[src/rtl/hls_stream_arbiter.sv]
// hls_stream_arbiter: shares one HLS ap_fifo stream core between two host
// write channels. Packets (header word + N payload words) are granted
// round-robin at packet granularity. The header never reaches the core.
// A tag queue of {requester, length} steers each result packet back to
// the sink FIFO of the requester that produced it.
module hls_stream_arbiter #(
  parameter int LEN_W     = 16,
  parameter int TAG_DEPTH = 4
) (
  input  logic        bus_clk,
  input  logic        rst,
  input  logic [31:0] rq0_dout,
  input  logic        rq0_empty,
  output logic        rq0_rden,
  input  logic [31:0] rq1_dout,
  input  logic        rq1_empty,
  output logic        rq1_rden,
  output logic [31:0] core_in_dout,
  output logic        core_in_empty_n,
  input  logic        core_in_read,
  input  logic [31:0] core_out_din,
  input  logic        core_out_write,
  output logic        core_out_full_n,
  output logic [31:0] out0_data,
  output logic        out0_wren,
  input  logic        out0_full,
  output logic [31:0] out1_data,
  output logic        out1_wren,
  input  logic        out1_full,
  output logic        busy,
  output logic [15:0] pkt_done0,
  output logic [15:0] pkt_done1
);

  localparam int AW = (TAG_DEPTH > 1) ? $clog2(TAG_DEPTH) : 1;

  typedef enum logic [1:0] {
    S_IDLE = 2'd0,
    S_HDR  = 2'd1,
    S_PAY  = 2'd2
  } state_t;

  // Input-side FSM state
  state_t             state_q, state_d;
  logic               grant_q, grant_d;
  logic               last_grant_q, last_grant_d;
  logic [LEN_W-1:0]   cnt_q, cnt_d;

  // Tag queue storage and pointers
  logic               tag_req_q [TAG_DEPTH];
  logic [LEN_W-1:0]   tag_len_q [TAG_DEPTH];
  logic [AW-1:0]      wr_ptr_q, rd_ptr_q;
  logic [AW:0]        occ_q;

  // Output-side progress and counters
  logic [LEN_W-1:0]   out_cnt_q, out_cnt_d;
  logic [15:0]        pkt_done0_q, pkt_done1_q;

  // Combinational helpers
  logic [31:0]        sel_dout_s;
  logic               sel_empty_s;
  logic [LEN_W-1:0]   hdr_len_s;
  logic               tag_full_s;
  logic               tag_active_s;
  logic               elig0_s, elig1_s;
  logic               push_s, pop_s;
  logic               pay_xfer_s;
  logic               head_req_s;
  logic [LEN_W-1:0]   head_len_s;
  logic               sink_full_s;
  logic               res_xfer_s;

  assign sel_dout_s   = grant_q ? rq1_dout : rq0_dout;
  assign sel_empty_s  = grant_q ? rq1_empty : rq0_empty;
  assign hdr_len_s    = sel_dout_s[LEN_W-1:0];
  assign tag_full_s   = (occ_q == (AW+1)'(TAG_DEPTH));
  assign tag_active_s = (occ_q != (AW+1)'(0));
  assign elig0_s      = !rq0_empty && !tag_full_s;
  assign elig1_s      = !rq1_empty && !tag_full_s;
  assign head_req_s   = tag_req_q[rd_ptr_q];
  assign head_len_s   = tag_len_q[rd_ptr_q];

  // Input FSM next state: arbitration, header consumption, payload forwarding
  always_comb begin
    state_d         = state_q;
    grant_d         = grant_q;
    last_grant_d    = last_grant_q;
    cnt_d           = cnt_q;
    push_s          = 1'b0;
    pay_xfer_s      = 1'b0;
    rq0_rden        = 1'b0;
    rq1_rden        = 1'b0;
    core_in_dout    = 32'd0;
    core_in_empty_n = 1'b0;
    case (state_q)
      S_IDLE: begin
        if (elig0_s && elig1_s) begin
          grant_d = !last_grant_q;
          state_d = S_HDR;
        end else if (elig0_s) begin
          grant_d = 1'b0;
          state_d = S_HDR;
        end else if (elig1_s) begin
          grant_d = 1'b1;
          state_d = S_HDR;
        end else begin
          state_d = S_IDLE;
        end
      end
      S_HDR: begin
        // The FIFO was non-empty at grant time and only this block pops it,
        // so the header word is still present here.
        rq0_rden     = !grant_q;
        rq1_rden     = grant_q;
        last_grant_d = grant_q;
        if (hdr_len_s == LEN_W'(0)) begin
          state_d = S_IDLE;
        end else begin
          push_s  = 1'b1;
          cnt_d   = hdr_len_s;
          state_d = S_PAY;
        end
      end
      S_PAY: begin
        core_in_dout    = sel_dout_s;
        core_in_empty_n = !sel_empty_s;
        pay_xfer_s      = core_in_read && !sel_empty_s;
        rq0_rden        = pay_xfer_s && !grant_q;
        rq1_rden        = pay_xfer_s && grant_q;
        if (pay_xfer_s) begin
          cnt_d = cnt_q - LEN_W'(1);
          if (cnt_q == LEN_W'(1)) begin
            state_d = S_IDLE;
          end else begin
            state_d = S_PAY;
          end
        end else begin
          cnt_d = cnt_q;
        end
      end
      default: begin
        state_d = S_IDLE;
      end
    endcase
  end

  // Input FSM registers; requester 0 wins the first contention after reset
  always_ff @(posedge bus_clk or posedge rst) begin
    if (rst) begin
      state_q      <= S_IDLE;
      grant_q      <= 1'b0;
      last_grant_q <= 1'b1;
      cnt_q        <= LEN_W'(0);
    end else begin
      state_q      <= state_d;
      grant_q      <= grant_d;
      last_grant_q <= last_grant_d;
      cnt_q        <= cnt_d;
    end
  end

  // Result steering: head tag selects the sink, data passes straight through
  always_comb begin
    core_out_full_n = 1'b0;
    sink_full_s     = head_req_s ? out1_full : out0_full;
    res_xfer_s      = 1'b0;
    pop_s           = 1'b0;
    out_cnt_d       = out_cnt_q;
    out0_wren       = 1'b0;
    out1_wren       = 1'b0;
    out0_data       = 32'd0;
    out1_data       = 32'd0;
    if (tag_active_s) begin
      core_out_full_n = !sink_full_s;
      res_xfer_s      = core_out_write && !sink_full_s;
    end else begin
      core_out_full_n = 1'b0;
    end
    if (res_xfer_s) begin
      if (head_req_s) begin
        out1_wren = 1'b1;
        out1_data = core_out_din;
      end else begin
        out0_wren = 1'b1;
        out0_data = core_out_din;
      end
      if (out_cnt_q == head_len_s - LEN_W'(1)) begin
        pop_s     = 1'b1;
        out_cnt_d = LEN_W'(0);
      end else begin
        out_cnt_d = out_cnt_q + LEN_W'(1);
      end
    end else begin
      out_cnt_d = out_cnt_q;
    end
  end

  // Tag queue, result word counter and completed-packet counters
  always_ff @(posedge bus_clk or posedge rst) begin
    if (rst) begin
      for (int i = 0; i < TAG_DEPTH; i++) begin
        tag_req_q[i] <= 1'b0;
        tag_len_q[i] <= LEN_W'(0);
      end
      wr_ptr_q    <= AW'(0);
      rd_ptr_q    <= AW'(0);
      occ_q       <= (AW+1)'(0);
      out_cnt_q   <= LEN_W'(0);
      pkt_done0_q <= 16'd0;
      pkt_done1_q <= 16'd0;
    end else begin
      if (push_s) begin
        tag_req_q[wr_ptr_q] <= grant_q;
        tag_len_q[wr_ptr_q] <= hdr_len_s;
        wr_ptr_q            <= wr_ptr_q + AW'(1);
      end
      if (pop_s) begin
        rd_ptr_q <= rd_ptr_q + AW'(1);
        if (head_req_s) begin
          pkt_done1_q <= pkt_done1_q + 16'd1;
        end else begin
          pkt_done0_q <= pkt_done0_q + 16'd1;
        end
      end
      case ({push_s, pop_s})
        2'b10:   occ_q <= occ_q + (AW+1)'(1);
        2'b01:   occ_q <= occ_q - (AW+1)'(1);
        default: occ_q <= occ_q;
      endcase
      out_cnt_q <= out_cnt_d;
    end
  end

  assign busy      = (state_q != S_IDLE) || tag_active_s;
  assign pkt_done0 = pkt_done0_q;
  assign pkt_done1 = pkt_done1_q;

endmodule
[config.mk]
export PLATFORM = sky130hd
export DESIGN_NAME = hls_stream_arbiter
export DESIGN_NICKNAME = d
export VERILOG_FILES = /design/src/rtl/hls_stream_arbiter.sv
export SDC_FILE = /design/constraint.sdc
export NUM_CORES = 1
export LEC_CHECK = 0
export CAP_MARGIN = 10
export CORE_UTILIZATION = 49
export CTS_CLUSTER_DIAMETER = 30
export CTS_CLUSTER_SIZE = 40
export DETAILED_ROUTE_END_ITERATION = 8
export PLACE_DENSITY = 0.82
export SLEW_MARGIN = 10
export SYNTH_ARGS = -nofsm -noshare
export SYNTH_HDL_FRONTEND = slang
export SYNTH_SLANG_ARGS = --single-unit
[constraint.sdc]
create_clock -name bus_clk -period 6.2 [get_ports bus_clk]
set_clock_uncertainty 0.15 [all_clocks]
set_input_delay 1.24 -clock bus_clk [delete_from_list [all_inputs] [get_ports bus_clk]]
set_output_delay 1.24 -clock bus_clk [all_outputs]
set_load 0.05 [all_outputs]
==> flow_metrics.env, run 1 <==
export IMPL_track_usage=0.273
export IMPL_grt_pass1_wl_mm=37.9
export IMPL_grt_overflow=0
export IMPL_antenna_found_initial=0
export IMPL_diodes=0
export IMPL_yosysWarnings=0
export IMPL_period_needed_ns=5.71
export IMPL_cp_end_kind="output port"
export IMPL_crit_family="multiplexers"
export IMPL_gr_usage_met3=0.0525
export IMPL_setup_viol=0
export IMPL_ys_seq_area_frac=0.426
export IMPL_die_y_um=133
export IMPL_syn_avg_cell_area_um2=9.37
export IMPL_busiest_layer="met2"
export IMPL_yosysTopAreaCell="dfrtp_1"
export IMPL_cts_sinks=143
export IMPL_wirelength_mm=23.1
export IMPL_grt_max_degree=102
export IMPL_max_freq_mhz=175
export IMPL_worst_pin_slew_ns=1.04
export IMPL_vias_per_cell=5.53
export IMPL_setup_tns_ns=0
export IMPL_portBuffers=238
export IMPL_met1_usage=0.349
export IMPL_fin_hold_ws_ns=0.314
export IMPL_area_growth_pct=41.2
export IMPL_route_vias_total=7467
export IMPL_first_pass_iters=7
export IMPL_finalNonFillerCells=1350
export IMPL_utilization=0.713
export IMPL_relSlewSlack=0.310
export IMPL_synth_common_cells="dfrtp_1, nand2_1, o21ai_0, nor2_1, xor2_1"
export IMPL_maxCapViolations=0
export IMPL_synth_seq_cells=143
export IMPL_critPathLaunchType="register"
export IMPL_synth_most_common_cell="dfrtp_1"
export IMPL_yosysTopAreaCellShare=0.423
export IMPL_synth_area_leaders="dfrtp_1, nand2_1, o21ai_0"
export IMPL_die_width_um=133
export IMPL_post_cts_setup_buffers=0
export IMPL_path_max_fanout=38
export IMPL_slew_viol_final=0
export IMPL_hold_violations=0
export IMPL_clockRootBuffer="clkbuf_16"
export IMPL_io_pins=239
export IMPL_synth_area_um2=8400
export IMPL_synthCells=897
export IMPL_row_count=47
export IMPL_syn_num_nets=1017
export IMPL_antenna_left=0
export IMPL_hp_class="reg2reg"
export IMPL_dp_cells=1318
export IMPL_yosysUniqueCellTypes=59
export IMPL_worst_path_buf_inv=3
export IMPL_async_flop_share=1.00
export IMPL_postCtsResizedCells=0
export IMPL_cts_buffers=17
export IMPL_dpl_hpwl_mm=16.6
export IMPL_worstSetupPathType="reg2out"
export IMPL_wire_per_inst_um=17.1
export IMPL_grtUsageMet2=0.465
export IMPL_fp_dieArea_um2=17700
export IMPL_routabilityCongestion=0.873
export IMPL_first_global_vias=7372
export IMPL_clockBufferDepth=2
export IMPL_critical_path_slowest_cell="dfrtp_1"
export IMPL_ir_worst_vdd_mv=0.317
export IMPL_cts_tree="done"
export IMPL_drt_iter0_drc=535
export IMPL_crit_required_ns=4.81
export IMPL_critPathMaxStageDelay_ns=0.99
export IMPL_drc=0
export IMPL_path_clk_slew_ns=0.06
export IMPL_final_nets=1237
export IMPL_p_leak_uw=0.00520
export IMPL_status="complete, no violations"
export IMPL_cp_cell_sequence="mux4_2 > mux2_2 > nor3b_2 > buf_4 > nand2b_1 > inv_1 > and2_1 > buf_12"
export IMPL_drive_gt1_frac=0.119
export IMPL_period_share=0.921
export IMPL_ctsHoldBuffers=0
export IMPL_synth_enable_flop_cells=0
export IMPL_rsz0062_at_grt="false"
export IMPL_p_per_area_nw_per_um2=443
export IMPL_pre_cts_ws_ns=0.844
export IMPL_arrival_ns=4.32
export IMPL_start_util=0.505
export IMPL_clock_latency_ns=0.43
export IMPL_core_um2=16600
export IMPL_htreeDepth=4
export IMPL_synth_ff_type="dfrtp_1"
export IMPL_setup_ws_ns=0.488
[registers in the layout, summed over array words and instances, names as in the netlist]
| name | flops |
|---|---|
| tag_len_q | 64 |
| cnt_q | 16 |
| out_cnt_q | 16 |
| pkt_done0 | 16 |
| pkt_done1 | 16 |
| tag_req_q | 4 |
| occ_q | 3 |
| rd_ptr_q | 2 |
| state_q | 2 |
| wr_ptr_q | 2 |
| grant_q | 1 |
| last_grant_q | 1 |
[layer usage]
metal / routed length (um) / vias up
met3: 1310 / 29
met5: 0 / -
met2: 11800 / 276
met1: 9680 / 3617
met4: 374 / 0
li1: - / 3545
[final timing paths]
check	start	endpoint	slack [ns]	depth (start not counted)
setup / recovery	rd_ptr_q[1]	out0_data[4]	0.49	8
hold / removal	pkt_done1[15]	pkt_done1[15]	0.31	1
setup reg to reg	rd_ptr_q[1]	occ_q[2]	0.80	14
hold reg to reg	pkt_done1[15]	pkt_done1[15]	0.31	1
max in group asynchronous	rst	tag_len_q[36]	3.59	3
min in group asynchronous	rst	pkt_done0[13]	1.24	2
[layout make-up]
class,count,area [um^2]
clock buffers,20,457
clock inverters,12,133
fillers,1210,4780
inverters,24,95.1
multi-input cells,681,4520
flip-flops and latches,143,3580
well taps,220,275
repair buffers,250,2800
[cell usage in the layout, fill, tap and decap left out, types with 3 or more instances in the layout]
master           netlist  layout
or3_1                  4       4
buf_4                  0      12
clkinv_2               0       3
xnor2_1               26      26
nor3_2                15      15
inv_6                  0       4
nand3_1               27      27
mux4_2                17      17
a21oi_1               14      14
clkinvlp_4             0       3
xor2_1                46      46
clkbuf_16              0      17
dfrtp_1              142     141
nor2_1                84      84
o21ai_0               87      87
buf_12                 0      33
nand2_1              118     118
nand4_1               17      17
and2_1                36      36
a21o_1                 3       3
clkdlybuf4s50_1        0     205
and3_1                39      39
nor3b_1                6       5
nor3_1                20      20
inv_1                 24      23
mux2_2                 6       6
nor4_2                 8       8
mux2i_1               40      40
ha_1                  15      15
or2_2                  5       5
nor2b_1                4       4
[cells by family (layout without fill, tap and decap cells)]
kind of cell | count (synthesis) | count (layout) | synth area share
fa+ha+maj | 16 | 16 | 0.0247
buf+inv | 73 | 306 | 0.0365
simple gates | 401 | 401 | 0.249
flops | 143 | 143 | 0.426
mux | 65 | 65 | 0.104
xor+xnor | 72 | 72 | 0.0751
compound gates | 127 | 127 | 0.0852
[per-stage QoR]
stage | cell area [um^2] | total power (uW)
after floorplan | 8400 | 3350
after global placement | 11300 | 4130
after detailed placement | 11300 | 4210
after CTS | 11900 | 5260
after global routing | 11900 | 5560
final | 11900 | 5250
[power breakdown]
group	switching, uW	internal, uW	total (uW)
Combinational	1620	1070	2690
Sequential	299	1250	1540
Clock	403	615	1020
Total	2320	2930	5250
Note: power is estimated with default switching activity, not from simulation.
==> run 2, diff against run 1 <==
- CAP_MARGIN: 10 -> 5
- CORE_UTILIZATION: 49 -> 60
- DONT_BUFFER_PORTS: default -> 1
- PLACE_DENSITY: 0.82 -> 0.76
==> run 2 against run 1 <==
Effect of this change:
- final cell count fell by 19%
- highest routed layer unchanged
- count of clock-buffer cells in the layout rose by 2
- wire length fell by 0.13%
- clock power fell by 5%
- register-to-register slack barely moved
- largest power group unchanged
- core utilization rose by 0.68 points
- worst hold slack improved by 0.019 ns
- critical path depth fell by 1
==> flow_metrics.env, run 2 (same netlist as run 1, synthesis figures left out) <==
export IMPL_status="complete, no violations"
export IMPL_setup_viol=0
export IMPL_slew_viol_final=0
export IMPL_post_cts_setup_buffers=0
export IMPL_fin_area_um2=9680
export IMPL_portBuffers=0
export IMPL_hold_depth=2
export IMPL_worstReg2RegStart="rd_ptr_q[0]"
export IMPL_critPathLaunchType="register"
export IMPL_maxCapViolations=0
export IMPL_cts_sinks=143
export IMPL_antenna_left=0
export IMPL_first_pass_iters=5
export IMPL_largest_reg_flops=64
export IMPL_drt_iter0_drc=621
export IMPL_wirelength_mm=23.1
export IMPL_arrival_ns=4.39
export IMPL_wire_per_inst_um=21.0
export IMPL_routabilityCongestion=0.925
export IMPL_cts_tree="done"
export IMPL_row_count=42
export IMPL_hp_class="reg2reg"
export IMPL_rrSetupSlack_ns=0.79
export IMPL_relSlewSlack=0.285
export IMPL_worstSetupPathType="reg2out"
export IMPL_fp_dieArea_um2=14500
export IMPL_fillers=980
export IMPL_area_growth_pct=15.2
export IMPL_period_share=0.932
export IMPL_hold_start="tag_len_q[6]"
export IMPL_p_leak_uw=0.00441
export IMPL_cp_end_kind="output port"
export IMPL_first_global_vias=6876
export IMPL_clockRootBuffer="clkbuf_16"
export IMPL_antenna_found_initial=2
export IMPL_rr_endpoint="occ_q[2]"
export IMPL_die_y_um=120
export IMPL_die_width_um=120
export IMPL_clockBufferDepth=2
export IMPL_core_um2=13500
export IMPL_track_usage=0.331
export IMPL_path_max_fanout=35
export IMPL_holdPathEnd="tag_len_q[6]"
export IMPL_crit_required_ns=4.81
export IMPL_grt_pass1_wl_mm=36.6
export IMPL_drc=0
export IMPL_top_register="tag_len_q"
export IMPL_placed_cell_area_um2=9130
export IMPL_postCtsResizedCells=0
export IMPL_rsz0062_at_grt="false"
export IMPL_grt_overflow=0
export IMPL_path_clk_slew_ns=0.06
export IMPL_p_per_area_nw_per_um2=509
export IMPL_ctsHoldBuffers=0
export IMPL_worst_pin_slew_ns=1.07
export IMPL_io_pins=239
export IMPL_final_nets=1028
export IMPL_route_vias_total=6939
export IMPL_final_common_cell="dfrtp_1"
export IMPL_cts_buffers=17
export IMPL_setup_tns_ns=0
export IMPL_grt_max_degree=91
export IMPL_drive_gt1_frac=0.139
export IMPL_period_needed_ns=5.78
export IMPL_clock_latency_ns=0.43
export IMPL_max_freq_mhz=173
export IMPL_ff2ff_path_depth=15
export IMPL_ir_worst_vdd_mv=0.438
export IMPL_htreeDepth=4
export IMPL_start_util=0.625
export IMPL_hold_violations=0
export IMPL_mostFrequentLayoutCells="dfrtp_1, nand2_1, o21ai_0"
export IMPL_dpl_hpwl_mm=17.2
export IMPL_vias_per_cell=6.31
## run 2: worst max path at each step
stage	startpoint	endpoint	slack [ns]	cells after the start
floorplan	rd_ptr_q[0]	occ_q[2]	0.88	16
global placement	rd_ptr_q[0]	occ_q[2]	0.93	15
detailed placement	rd_ptr_q[0]	occ_q[2]	0.77	15
CTS	rd_ptr_q[1]	out0_data[10]	0.46	7
global route	rd_ptr_q[1]	out0_data[10]	0.11	7
finish	rd_ptr_q[1]	out0_data[24]	0.42	7
## run 2: layer usage
metal / up-vias / GRT usage / wire (um)
li1: 3130 / - / -
met1: 3435 / 0.429 / 9590
met2: 317 / 0.519 / 10900
met3: 57 / 0.0995 / 1870
met4: 0 / 0.133 / 708
met5: - / 0 / 0
## run 2: final cells by class
type | count | area [um^2] | area share
antenna | 2 | 5.00 | 0.000517
clock buffer | 22 | 464 | 0.0479
tap | 176 | 220 | 0.0227
multi-input combinational | 681 | 4520 | 0.467
clock inverter | 10 | 87.6 | 0.00905
timing repair buffer | 41 | 708 | 0.0731
inverter | 24 | 95.1 | 0.00982
sequential | 143 | 3580 | 0.370
## run 2: worst max-delay path: stages (launching register included)
cell and delay, ns:
dfrtp_1 0.98, mux4_2 0.73, mux2_2 0.41, nor3b_2 0.19
nand2b_1 0.44, inv_1 0.74, and2_1 0.30, buf_12 0.16
## run 2: stage by stage
step / worst slack, ns / hold slack [ns] / utilization / cells / power [uW]
after global placement: 0.931 / 0.308 / 0.678 / 1065 / 3830
after detailed placement: 0.766 / 0.318 / 0.678 / 1065 / 3950
after global routing: 0.111 / 0.351 / 0.720 / 1099 / 5230
after floorplan: 0.884 / 0.295 / - / 897 / 3350
final: 0.421 / 0.332 / 0.720 / 1099 / 4930
after CTS: 0.463 / 0.331 / 0.719 / 1097 / 4920
## run 2: report_power, final
| part | internal (uW) | switching [uW] |
|---|---|---|
| clock network | 570 | 395 |
| logic | 821 | 1560 |
| registers | 1250 | 345 |
